==> config.mk <==
export PLATFORM = sky130hd
export DESIGN_NAME = iir_inverse_fir
export DESIGN_NICKNAME = d
export VERILOG_FILES = /design/src/rtl/iir_pkg.sv /design/src/rtl/sample_delay_line.sv /design/src/rtl/iir_inverse_fir.sv
export SDC_FILE = /design/constraint.sdc
export NUM_CORES = 1
export LEC_CHECK = 0
export ABC_AREA = 1
export CORE_MARGIN = 2
export CORE_UTILIZATION = 35
export CTS_CLUSTER_DIAMETER = 100
export DETAILED_ROUTE_END_ITERATION = 8
export HOLD_SLACK_MARGIN = 0.05
export MAX_ROUTING_LAYER = met4
export PLACE_DENSITY_LB_ADDON = 0.3
export SLEW_MARGIN = 10
export SYNTH_ARGS = -nofsm -noshare
export SYNTH_HDL_FRONTEND = slang
export SYNTH_SLANG_ARGS = --single-unit
==> constraint.sdc <==
create_clock -name clk -period 2.91 [get_ports clk]
set_input_delay 0.582 -clock clk [delete_from_list [all_inputs] [get_ports clk]]
set_output_delay 0.582 -clock clk [all_outputs]
set_load 0.1 [all_outputs]
==> src/rtl/iir_pkg.sv <==
// Purpose: shared constants for the 4th-order all-pole IIR section and its FIR inverse.
// Latency: n/a (constants only).
// Backpressure: n/a.
// The default coefficients live here so both ends of the loopback match.
package iir_pkg;

    localparam int DATA_W = 8;                 // sample width, signed
    localparam int COEF_W = 8;                 // coefficient width, signed Q1.(COEF_W-2)
    localparam int FRAC   = 6;                 // coefficient fractional bits
    localparam int ACC_W  = 19;                // accumulator width, no internal overflow

    localparam int SAT_MAX = 127;
    localparam int SAT_MIN = -128;

    // a_1..a_4 in Q1.6
    localparam int COEF_1 = 32;                // 0.5
    localparam int COEF_2 = -16;               // -0.25
    localparam int COEF_3 = 0;
    localparam int COEF_4 = 0;

endpackage

==> src/rtl/sample_delay_line.sv <==
// Purpose: 4-deep sample history (h1 newest) with shift enable and synchronous clear.
// Latency: outputs reflect the shift/clear one clock after it is requested.
// Backpressure: none; holds whenever neither shift nor clear is asserted.
// Ports: clk, rst_n (async active-low), i_shift, i_clr, i_din, o_h1..o_h4.
// Clear and shift together load i_din into h1 and zero h2..h4.
module sample_delay_line
    import iir_pkg::*;
#(
    parameter int W = DATA_W
) (
    input  logic         clk,
    input  logic         rst_n,
    input  logic         i_shift,
    input  logic         i_clr,
    input  logic [W-1:0] i_din,
    output logic [W-1:0] o_h1,
    output logic [W-1:0] o_h2,
    output logic [W-1:0] o_h3,
    output logic [W-1:0] o_h4
);

    logic [W-1:0] r_h1, r_h2, r_h3, r_h4;

    always_ff @(posedge clk or negedge rst_n) begin
        if (!rst_n) begin
            r_h1 <= '0;
            r_h2 <= '0;
            r_h3 <= '0;
            r_h4 <= '0;
        end else if (i_clr) begin
            r_h1 <= i_shift ? i_din : '0;
            r_h2 <= '0;
            r_h3 <= '0;
            r_h4 <= '0;
        end else if (i_shift) begin
            r_h1 <= i_din;
            r_h2 <= r_h1;
            r_h3 <= r_h2;
            r_h4 <= r_h3;
        end
    end

    assign o_h1 = r_h1;
    assign o_h2 = r_h2;
    assign o_h3 = r_h3;
    assign o_h4 = r_h4;

endmodule

==> src/rtl/iir_inverse_fir.sv <==
// Purpose: FIR inverse of the all-pole IIR, e[n] = y[n] - sum a_k*y[n-k], rounded and saturated.
// Latency: 2 clocks (products, then accumulate/round/saturate); 1 sample/clock when not stalled.
// Backpressure: a held output (out_valid & !out_ready) freezes pipeline and history; in_ready drops.
// Ports: clk, rst (async active-low), hist_clr, din/in_valid/in_ready, dout/out_valid/out_ready.
module iir_inverse_fir #(
    parameter int DATA_W = iir_pkg::DATA_W,
    parameter int COEF_W = iir_pkg::COEF_W,
    parameter int FRAC   = iir_pkg::FRAC,
    parameter int COEF_1 = iir_pkg::COEF_1,
    parameter int COEF_2 = iir_pkg::COEF_2,
    parameter int COEF_3 = iir_pkg::COEF_3,
    parameter int COEF_4 = iir_pkg::COEF_4
) (
    input  logic              clk,
    input  logic              rst,
    input  logic              hist_clr,
    input  logic [DATA_W-1:0] din,
    input  logic              in_valid,
    output logic              in_ready,
    output logic [DATA_W-1:0] dout,
    output logic              out_valid,
    input  logic              out_ready
);

    localparam int PROD_W = COEF_W + DATA_W;
    localparam int ACC_W  = iir_pkg::ACC_W;
    localparam int R_W    = ACC_W - FRAC;

    localparam logic signed [COEF_W-1:0] C1 = COEF_W'(COEF_1);
    localparam logic signed [COEF_W-1:0] C2 = COEF_W'(COEF_2);
    localparam logic signed [COEF_W-1:0] C3 = COEF_W'(COEF_3);
    localparam logic signed [COEF_W-1:0] C4 = COEF_W'(COEF_4);

    localparam logic signed [R_W-1:0] R_MAX = R_W'((2 ** (DATA_W - 1)) - 1);
    localparam logic signed [R_W-1:0] R_MIN = R_W'(-(2 ** (DATA_W - 1)));

    logic                     w_en;
    logic                     w_accept;
    logic                     w_clr;
    logic signed [DATA_W-1:0] w_din;
    logic        [DATA_W-1:0] w_h1_u, w_h2_u, w_h3_u, w_h4_u;
    logic signed [DATA_W-1:0] w_h1, w_h2, w_h3, w_h4;
    logic signed [PROD_W-1:0] w_p0, w_p1, w_p2, w_p3, w_p4;
    logic signed [ACC_W-1:0]  w_acc;
    logic signed [ACC_W-1:0]  w_rnd;
    logic signed [R_W-1:0]    w_r;
    logic signed [DATA_W-1:0] w_sat;

    logic signed [PROD_W-1:0] r_p0, r_p1, r_p2, r_p3, r_p4;
    logic                     r_s1_vld;
    logic        [DATA_W-1:0] r_dout;
    logic                     r_out_valid;

    // The whole pipeline advances together; an unconsumed output holds everything.
    assign w_en     = !r_out_valid | out_ready;
    assign in_ready = w_en & rst;
    assign w_accept = in_valid & w_en;
    assign w_clr    = hist_clr & w_en;

    assign w_din = din;

    sample_delay_line #(
        .W (DATA_W)
    ) u_hist (
        .clk     (clk),
        .rst_n   (rst),
        .i_shift (w_accept),
        .i_clr   (w_clr),
        .i_din   (din),
        .o_h1    (w_h1_u),
        .o_h2    (w_h2_u),
        .o_h3    (w_h3_u),
        .o_h4    (w_h4_u)
    );

    assign w_h1 = w_h1_u;
    assign w_h2 = w_h2_u;
    assign w_h3 = w_h3_u;
    assign w_h4 = w_h4_u;

    // Products use history as it stands before this cycle's shift.
    assign w_p0 = PROD_W'(w_din) <<< FRAC;
    assign w_p1 = PROD_W'(C1) * PROD_W'(w_h1);
    assign w_p2 = PROD_W'(C2) * PROD_W'(w_h2);
    assign w_p3 = PROD_W'(C3) * PROD_W'(w_h3);
    assign w_p4 = PROD_W'(C4) * PROD_W'(w_h4);

    assign w_acc = ACC_W'(r_p0) - ACC_W'(r_p1) - ACC_W'(r_p2)
                 - ACC_W'(r_p3) - ACC_W'(r_p4);

    // Round half up: add half an LSB, then floor via arithmetic shift.
    assign w_rnd = w_acc + ACC_W'(2 ** (FRAC - 1));
    assign w_r   = R_W'(w_rnd >>> FRAC);

    always_comb begin
        w_sat = DATA_W'(w_r);
        if (w_r > R_MAX) begin
            w_sat = DATA_W'(R_MAX);
        end else if (w_r < R_MIN) begin
            w_sat = DATA_W'(R_MIN);
        end
    end

    always_ff @(posedge clk or negedge rst) begin
        if (!rst) begin
            r_p0        <= '0;
            r_p1        <= '0;
            r_p2        <= '0;
            r_p3        <= '0;
            r_p4        <= '0;
            r_s1_vld    <= 1'b0;
            r_dout      <= '0;
            r_out_valid <= 1'b0;
        end else if (w_en) begin
            r_p0        <= w_p0;
            // A clear alongside an accept means this sample sees empty history.
            r_p1        <= hist_clr ? '0 : w_p1;
            r_p2        <= hist_clr ? '0 : w_p2;
            r_p3        <= hist_clr ? '0 : w_p3;
            r_p4        <= hist_clr ? '0 : w_p4;
            r_s1_vld    <= w_accept;
            r_dout      <= w_sat;
            r_out_valid <= r_s1_vld;
        end
    end

    assign dout      = r_dout;
    assign out_valid = r_out_valid;

endmodule

Yosys cells after proc, flatten, opt, wreduce, memory -nomap -nowiden
Index checks and enable logic that the tools add are counted.
{"block": "word_totals", "reg_bits": 66, "inputBits": 13, "out_inout_bits": 10, "word_cells": 29}
{"block": "op_classes", "add_sub_neg": 4, "order_cmp": 2, "n_mux": 9, "bitwise": 4, "n_reduce_logical": 2}
{"cell": "8-bit 2-to-1 mux", "count": 7}
{"cell": "16-bit 2-to-1 mux", "count": 2}
{"cell": "18-bit by 7-bit adder with 19-bit output, second input constant", "count": 1}
{"cell": "17-bit by 16-bit subtractor with 18-bit output", "count": 1}
{"cell": "14-bit by 16-bit subtractor with 17-bit output", "count": 1}
{"cell": "13-bit by 8-bit greater-than comparator with 1-bit output, second input constant", "count": 1}
{"cell": "13-bit by 8-bit less-than comparator with 1-bit output, second input constant", "count": 1}
{"cell": "8-bit negation with 12-bit output", "count": 1}
{"cell": "1-bit AND", "count": 3}
{"cell": "2-bit nonzero test", "count": 1}
{"cell": "1-bit zero test", "count": 1}
{"cell": "1-bit OR", "count": 1}

Logic depth before layout (Yosys ltp)
Gate-level depths: netlist of the first run.
{"block": "logic_depth", "depth_word": 6, "depth_mapped": 17, "depth_no_buf": 17}

Hierarchy
Synthesis of the first run repeated with hierarchy kept, for this count alone.
{"block": "unflattened", "hier_cells": 517, "hier_area_um2": 4015.1}
{"mod": "iir_inverse_fir", "n_inst": 1, "cells_per_inst": 378, "area_per_inst_um2": 2738.9, "seq_area_each_um2": 950.9}
{"mod": "sample_delay_line", "n_inst": 1, "cells_per_inst": 139, "area_per_inst_um2": 1276.2, "seq_area_each_um2": 800.8}

Worst setup path after synthesis of the first run
Ideal clock, no wire load.
{"block": "synth_timing", "path_type": "register to output", "startpoint": "reg r_out_valid (netlist: out_valid)", "endpoint": "out in_ready", "arrival_time_ns": 2.593, "required_time_ns": 2.328, "slack_ns": -0.265, "stages_incl_launch_ff": 6, "n_path_buf": 2, "cell_sequence": "dfrtp_1 -> inv_1 -> nor2_1 -> clkbuf_1 -> buf_2 -> nor2_1"}
{"block": "synth_via", "elab_chain_len": 3}
{"element": "from (decl)", "line_no": "iir_inverse_fir.sv:52", "source": "logic r_out_valid;"}
{"element": "from (signal assigned)", "line_no": "iir_inverse_fir.sv:123", "source": "r_out_valid <= r_s1_vld;"}
{"element": "1-bit zero test", "line_no": "iir_inverse_fir.sv:55", "source": "assign w_en = !r_out_valid | out_ready;"}
{"element": "1-bit OR", "line_no": "iir_inverse_fir.sv:55"}
{"element": "1-bit AND", "line_no": "iir_inverse_fir.sv:56", "source": "assign in_ready = w_en & rst;"}
{"element": "to (decl)", "line_no": "iir_inverse_fir.sv:19", "source": "output logic in_ready,"}
Every way passes these cells.

Worst setup path after layout of the first run
{"block": "layout_timing", "startpoint": "reg r_p0[13] (netlist name)", "endpoint": "reg r_dout[1] (netlist: dout[1])"}
{"block": "layout_via", "elab_chain_len": 6, "elab_cells_between_ends": 7, "classes_between": "add/sub (3); order compare (2); mux (2)"}
{"element": "14-bit by 16-bit subtractor with 17-bit output (*)", "line_no": "iir_inverse_fir.sv:88", "source": "assign w_acc = ACC_W'(r_p0) - ACC_W'(r_p1) - ACC_W'(r_p2)"}
{"element": "17-bit by 16-bit subtractor with 18-bit output (*)", "line_no": "iir_inverse_fir.sv:88"}
{"element": "18-bit by 7-bit adder with 19-bit output (*)", "line_no": "iir_inverse_fir.sv:92", "source": "assign w_rnd = w_acc + ACC_W'(2 ** (FRAC - 1));"}
{"element": "13-bit by 8-bit less-than comparator with 1-bit output", "line_no": "iir_inverse_fir.sv:99", "source": "end else if (w_r < R_MIN) begin"}
{"element": "8-bit 2-to-1 mux", "line_no": "iir_inverse_fir.sv:99"}
{"element": "8-bit 2-to-1 mux (*)", "line_no": "iir_inverse_fir.sv:97", "source": "if (w_r > R_MAX) begin"}
{"element": "to (signal assigned)", "line_no": "iir_inverse_fir.sv:122", "source": "r_dout <= w_sat;"}
{"element": "to (decl)", "line_no": "iir_inverse_fir.sv:51", "source": "logic [DATA_W-1:0] r_dout;"}
Mark *: on every way between the ends. The rest lies on a longest branch, timed or not.
A chain may end at the register's enable or synchronous reset.

==> flow_summary.ini, run 1 <==
[sta]
fin_crit_sh_pct = 92.6
setup_tns_ns = 0
finClkSkew_ns = 0.00774
finalCriticalPeriod_ns = 2.70
setup_violations = 0
worst_pin_slew_ns = 1.01
holdWs_ns = 0.436
rsz0062_at_grt = no
slew_violations = 0
clock.fmax_mhz = 371
final_hold_viol_count = 0
slew_headroom_pct = 32.6

[critical_path]
path_cells = fa_1 > ha_2 > nand2_2 > inv_1 > a21oi_2 > nand3_1 > nand2_1 > nand2_1 > nor2_1 > nand3_2 > a21oi_4 > a21oi_1
crit_arrival_ns = 2.90
path_common_cell = nand2_1
crit_fanout = 7
reg2reg_from = r_p0[13]$_DFFE_PN0N_
endpoint_kind = flip-flop
r2r_slack_ns = 0.21
critPathSlowestCell = fa_1
critical_path_class = reg -> reg
cp_data_required_time_ns = 3.11
reg2regPathDepth = 12
slowest_delay_ns = 0.57
rr_endpoint = dout[1]$_DFFE_PN0N_
start_kind = flip-flop

[floorplan]
ioPinCount = 23
rows = 35
die_h_um = 101
core_um2 = 9200
start_util_pct = 35.9
dieArea_um2 = 10200
die_w_um = 101

[final_layout]
fin_util_pct = 41.4
layout.nets = 489
multi_input_area_um2 = 1660
drive_above_1_share_pct = 12.4
fillers = 968
area_growth_pct = 15.3
num_antenna_cells = 0
area.sequential_um2 = 1350

[clock_tree]
cts_tree = built
path_clk_slew_ns = 0.11
htree_levels = 2
clk_latency_ns = 0.31
cts_buffer_depth = 2
cts_inserted_buffers = 5
clock-sinks = 54
root_buffer = clkbuf_8

[worst_hold_path]
holdCritPathClass = in -> async

[global_route]
grt_pass1_wl_um = 11800
antenna_found_initial = 0
track_usage_pct = 15.0
grt_max_degree = 55
grt_overflow_total = 0
first_global_vias = 2502

[power]
clkPwrFrac_pct = 12.0
seqPwrFrac_pct = 24.9
internal-power_uw = 1890
leakage_uw = 0.00189
p_per_area_nw_per_um2 = 1010
vdd_ir_drop_max_mv = 0.290
p_sw_share_pct = 50.9
pwr-share-comb_pct = 63.1
p_switching_uw = 1950

[detailed_routing]
antenna_left = 0
vias = 2632
wirelength_um = 7030
drt_pre_antenna_iters = 6
drc = 0
via_per_inst = 4.69
wl_per_cell_um = 12.5
drtIter0Drc = 65

[status]
status = finished, final reports clean

[synthesis]
syn_nets = 460
netlist_area_um2 = 3300
yosysUniqueCellTypes = 30
synth_area_leaders = dfrtp_1, nand2_1, inv_1, ha_1, fa_1
ys_seq_area_share_pct = 40.9
syn-instance-count = 420
syn_avg_cell_area_um2 = 7.87
ys_seq_elements = 54
synth_top_area_share_pct = 40.9
synth_top_area_cell = dfrtp_1
yosysWarnings = 0

[flow_run]
drv_cap = 0

[placement]
place.gp.congestion = 0.874
io_buffer_count = 22
dp_hpwl_um = 5490
==> cells in the mapped netlist, drive strengths merged <==
| cell | number |
|---|---|
| xnor2 | 2 |
| nor3 | 1 |
| nand4 | 7 |
| a22o | 1 |
| nand3 | 19 |
| o21ai | 24 |
| clkinv | 1 |
| nand2 | 116 |
| nor2 | 34 |
| dfrtp | 54 |
| o21bai | 2 |
| nand3b | 1 |
| o32ai | 1 |
| o22ai | 16 |
| a21oi | 16 |
| a31oi | 2 |
| xor2 | 6 |
| nor4 | 1 |
| clkbuf | 5 |
| fa | 10 |
| buf | 2 |
| ha | 17 |
| inv | 82 |
==> timing repair <==
item / 4_1_cts / 5_1_grt
setup buffers: 0 / 0
gates resized for setup: 0 / 11
hold buffers: 0 / 0
setup endpoints to repair: 0 / 7
==> metal layers <==
metal  wire length, um  track usage, %
met4                68            3.43
met5                 0               -
met3               127            1.66
met2              3280            23.7
met1              3550            20.7
==> final cells by class <==
cell class | instances | area share [%]
multi-input combinational | 276 | 43.5
sequential | 54 | 35.5
inverter | 83 | 8.17
timing repair buffer | 29 | 6.70
tap | 111 | 3.64
clock buffer | 5 | 1.81
clock inverter | 3 | 0.722
==> how the worst max path moves through the flow <==
stage / slack (ns) / cells after the start / to / from
6_report: 0.21 / 12 / dout[1]$_DFFE_PN0N_ / r_p0[13]$_DFFE_PN0N_
5_1_grt: 0.002 / 14 / dout[0]$_DFFE_PN0N_ / r_p0[11]$_DFFE_PN0N_
4_1_cts: 0.14 / 13 / dout[1]$_DFFE_PN0N_ / r_p1[14]$_DFFE_PN0N_
3_5_place_dp: 0.16 / 13 / dout[0]$_DFFE_PN0N_ / r_p1[14]$_DFFE_PN0N_
3_3_place_gp: 0.21 / 13 / dout[5]$_DFFE_PN0N_ / r_p1[14]$_DFFE_PN0N_
2_1_floorplan: 0.20 / 5 / in_ready / out_valid$_DFFE_PN0N_
==> metrics by stage <==
stage                     std cells  instance area, um^2  total power, uW  setup WS, ns
after floorplan                 420                 3310             2830         0.202
after global placement          553                 3670             3310         0.213
after detailed placement        553                 3670             3330         0.159
after CTS                       561                 3770             3810         0.138
after global routing            561                 3810             4210       0.00151
final                           561                 3810             3840         0.214
==> flip-flops by register name, summed over array words and instances, names as in the netlist <==
| name | flops |
|---|---|
| r_s1_vld | 1 |
| r_p0 | 8 |
| r_p2 | 12 |
| r_p1 | 8 |
| dout | 8 |
| u_hist.o_h2 | 8 |
| out_valid | 1 |
| u_hist.o_h1 | 8 |
==> logic make-up after synthesis <==
logic type	count (synthesis)	share of synthesized area (%)
flip-flops	54	40.9
buffers and inverters	90	10.3
AO/OA/AOI/OAI	62	11.0
XOR/XNOR	8	2.12
adder cells (fa/ha/maj)	27	12.5
AND/OR/NAND/NOR	179	23.2
==> critical path: cells and delay by family (launching register included) <==
kind                     cells  cell delay (ns)
AO/OA/AOI/OAI                3             0.53
adder cells (fa/ha/maj)      2             0.89
buffers and inverters        1             0.06
flip-flops                   1             0.47
AND/OR/NAND/NOR              6             0.65
==> power groups by stage <==
| stage | Combinational, uW | Clock, uW | Sequential, uW |
|---|---|---|---|
| finish | 2420 | 460 | 957 |
| global route | 2730 | 504 | 976 |
| CTS | 2370 | 480 | 960 |
| detailed placement | 2360 | 0 | 975 |
| global placement | 2340 | 0 | 975 |
| floorplan | 1570 | 0 | 1250 |
==> cell usage in the layout, fill, tap and decap left out, drive strengths merged <==
cell and count:
nand2 116, inv 84, dfrtp 54, nor2 34, o21ai 24, nand3 19
buf 18, ha 17, o22ai 16, a21oi 16, clkdlybuf4s50 11, fa 10
nand4 7, xor2 6, clkbuf 5, a31oi 2, xnor2 2, o21bai 2
clkinv 1, nor3 1, nor4 1, o32ai 1, a22o 1, nand3b 1
clkinvlp 1
(Power assumes the default switching activity.)
==> run 2: changes to the inputs <==
--- a/config.mk
+++ b/config.mk
@@ -6,7 +6,6 @@
 export NUM_CORES = 1
 export LEC_CHECK = 0
 export ABC_AREA = 1
-export CORE_MARGIN = 2
 export CORE_UTILIZATION = 35
 export CTS_CLUSTER_DIAMETER = 100
 export DETAILED_ROUTE_END_ITERATION = 8
==> run 2 against run 1 <==
Effect of this change: hold slack got worse by 0.033 ns; worst setup slack improved by 0.017 ns; flip-flop and latch count did not move; sequential power barely moved; first-iteration DRC count rose by 80%; total power rose by 3.0%; die area fell by 3.9%; non-clock buffer count fell by 1; combinational power rose by 2%; critical endpoint is now dout[4]$_DFFE_PN0N_; highest routed layer unchanged; maximum frequency rose by 0.62%; final area rose by 0.79%.
==> flow_summary.ini, run 2 (same netlist as run 1, synthesis figures left out) <==
[status]
status = finished, final reports clean

[sta]
setup_tns_ns = 0
finClkSkew_ns = 0.00741
setup_violations = 0
finalCriticalPeriod_ns = 2.68
holdWs_ns = 0.403
clock.fmax_mhz = 373
worst_slack_ns = 0.231
worst_pin_slew_ns = 0.975
slew_headroom_pct = 34.8
final_hold_viol_count = 0
fin_crit_sh_pct = 92.1
slew_violations = 0

[power]
leakage_uw = 0.00190
p_switching_uw = 1960
p_per_area_nw_per_um2 = 1030
p_sw_share_pct = 49.6
clkPwrFrac_pct = 13.6
pwr-share-comb_pct = 62.2
internal-power_uw = 1990
vdd_ir_drop_max_mv = 0.336
seqPwrFrac_pct = 24.3

[final_layout]
area_growth_pct = 16.2
fin_util_pct = 41.8
drive_above_1_share_pct = 12.2
top_register = r_p2
layout_commonest_cell = nand2_1
num_antenna_cells = 0
fillers = 952
largest_reg_flops = 12
final_cell_mix = nand2_1, inv_1, dfrtp_1
layout.nets = 488

[global_route]
first_global_vias = 2667
antenna_found_initial = 0
grt_pass1_wl_um = 12500
grt_max_degree = 55
grt_overflow_total = 0
track_usage_pct = 16.6

[clock_tree]
cts_tree = built
cts_inserted_buffers = 5
clock-sinks = 54
clk_latency_ns = 0.32
ctsHoldBuffers = 0
cts_buffer_depth = 2
path_clk_slew_ns = 0.11
htree_levels = 2
root_buffer = clkbuf_8

[placement]
place.gp.congestion = 0.842
io_buffer_count = 22
dpl_worst_slack_ns = 0.143
dp_hpwl_um = 5650

[critical_path]
slowest_delay_ns = 0.53
path_delay_family = adder cells
crit_fanout = 7
cp_data_required_time_ns = 3.11
path_common_cell = inv_1
path_cells = inv_1 > fa_1 > inv_1 > ha_2 > nand2_1 > o21bai_1 > inv_1 > nand3_1 > nand2_1 > nor2_1 > nand3_2 > a21oi_4 > a21oi_1
critPathSlowestCell = fa_1
endpoint_kind = flip-flop
cp.buffers_inverters = 3
critical_path_class = reg -> reg
start_kind = flip-flop
crit_arrival_ns = 2.88

[detailed_routing]
wl_per_cell_um = 13.2
drc = 0
via_per_inst = 4.82
vias = 2700
antenna_left = 0
drtIter0Drc = 117
wirelength_um = 7370
drt_pre_antenna_iters = 5

[flow_run]
drv_cap = 0

[floorplan]
core_um2 = 9200
dieArea_um2 = 9830
die_w_um = 99.2
start_util_pct = 35.9
rows = 35
die_h_um = 99.2
ioPinCount = 23

[worst_hold_path]
holdCritPathClass = in -> async
-- run 2: worst register-to-register path, stage by stage (launching register included) --
cell and delay [ns]:
dfrtp_1 0.34, inv_1 0.07, fa_1 0.53, inv_1 0.04, ha_2 0.38, nand2_1 0.10, o21bai_1 0.27, inv_1 0.12
nand3_1 0.10, nand2_1 0.06, nor2_1 0.12, nand3_2 0.09, a21oi_4 0.24, a21oi_1 0.11
-- run 2: path summary, 6_finish.rpt --
| path | start | endpoint | slack (ns) | cells past startpoint |
|---|---|---|---|---|
| setup / recovery | r_p0[12]$_DFFE_PN0N_ | dout[4]$_DFFE_PN0N_ | 0.23 | 13 |
| hold / removal | rst | u_hist.o_h1[1]$_DFFE_PN0P_ | 0.40 | 2 |
| setup reg to reg | r_p0[12]$_DFFE_PN0N_ | dout[4]$_DFFE_PN0N_ | 0.23 | 13 |
| hold reg to reg | r_s1_vld$_DFFE_PN0N_ | out_valid$_DFFE_PN0N_ | 0.46 | 2 |
| max in group asynchronous | rst | r_p0[13]$_DFFE_PN0N_ | 2.02 | 2 |
| min in group clk | r_s1_vld$_DFFE_PN0N_ | out_valid$_DFFE_PN0N_ | 0.46 | 2 |
-- run 2: power groups by stage --
| stage | logic (uW) | clock network, uW | registers, uW |
|---|---|---|---|
| floorplan | 1570 | 0 | 1250 |
| global placement | 2350 | 0 | 974 |
| detailed placement | 2370 | 0 | 976 |
| CTS | 2380 | 552 | 962 |
| global route | 2770 | 577 | 978 |
| finish | 2460 | 536 | 959 |
-- run 2: metrics by stage --
stage	std cells	power, uW	cell area, um^2
after floorplan	420	2830	3310
after global placement	552	3320	3670
after detailed placement	552	3350	3670
after CTS	560	3900	3780
after global routing	560	4330	3840
final	560	3950	3840
-- run 2: final cells by class --
cell class	instances	area (um^2)	share of cell area [%]
Multi-Input combinational cell	276	1670	43.6
Timing Repair Buffer	28	248	6.45
Sequential cell	54	1350	35.2
Tap cell	111	139	3.62
Inverter	83	312	8.11
Clock buffer	5	68.8	1.79
Clock inverter	3	47.5	1.24
-- run 2: timing repair --
action,4_1_cts,5_1_grt
setup buffers,0,0
hold endpoints to repair,0,0
endpoints found under the setup margin,0,7
gates resized for setup,0,13
-- run 2: layer usage --
layer  global-route usage [%]  up-vias  wire length [um]
li1                         -     1376                 -
met1                     21.1     1274              3450
met2                     27.9       41              3600
met3                     2.32        9               207
met4                     4.98        0               108
met5                        -        -                 0
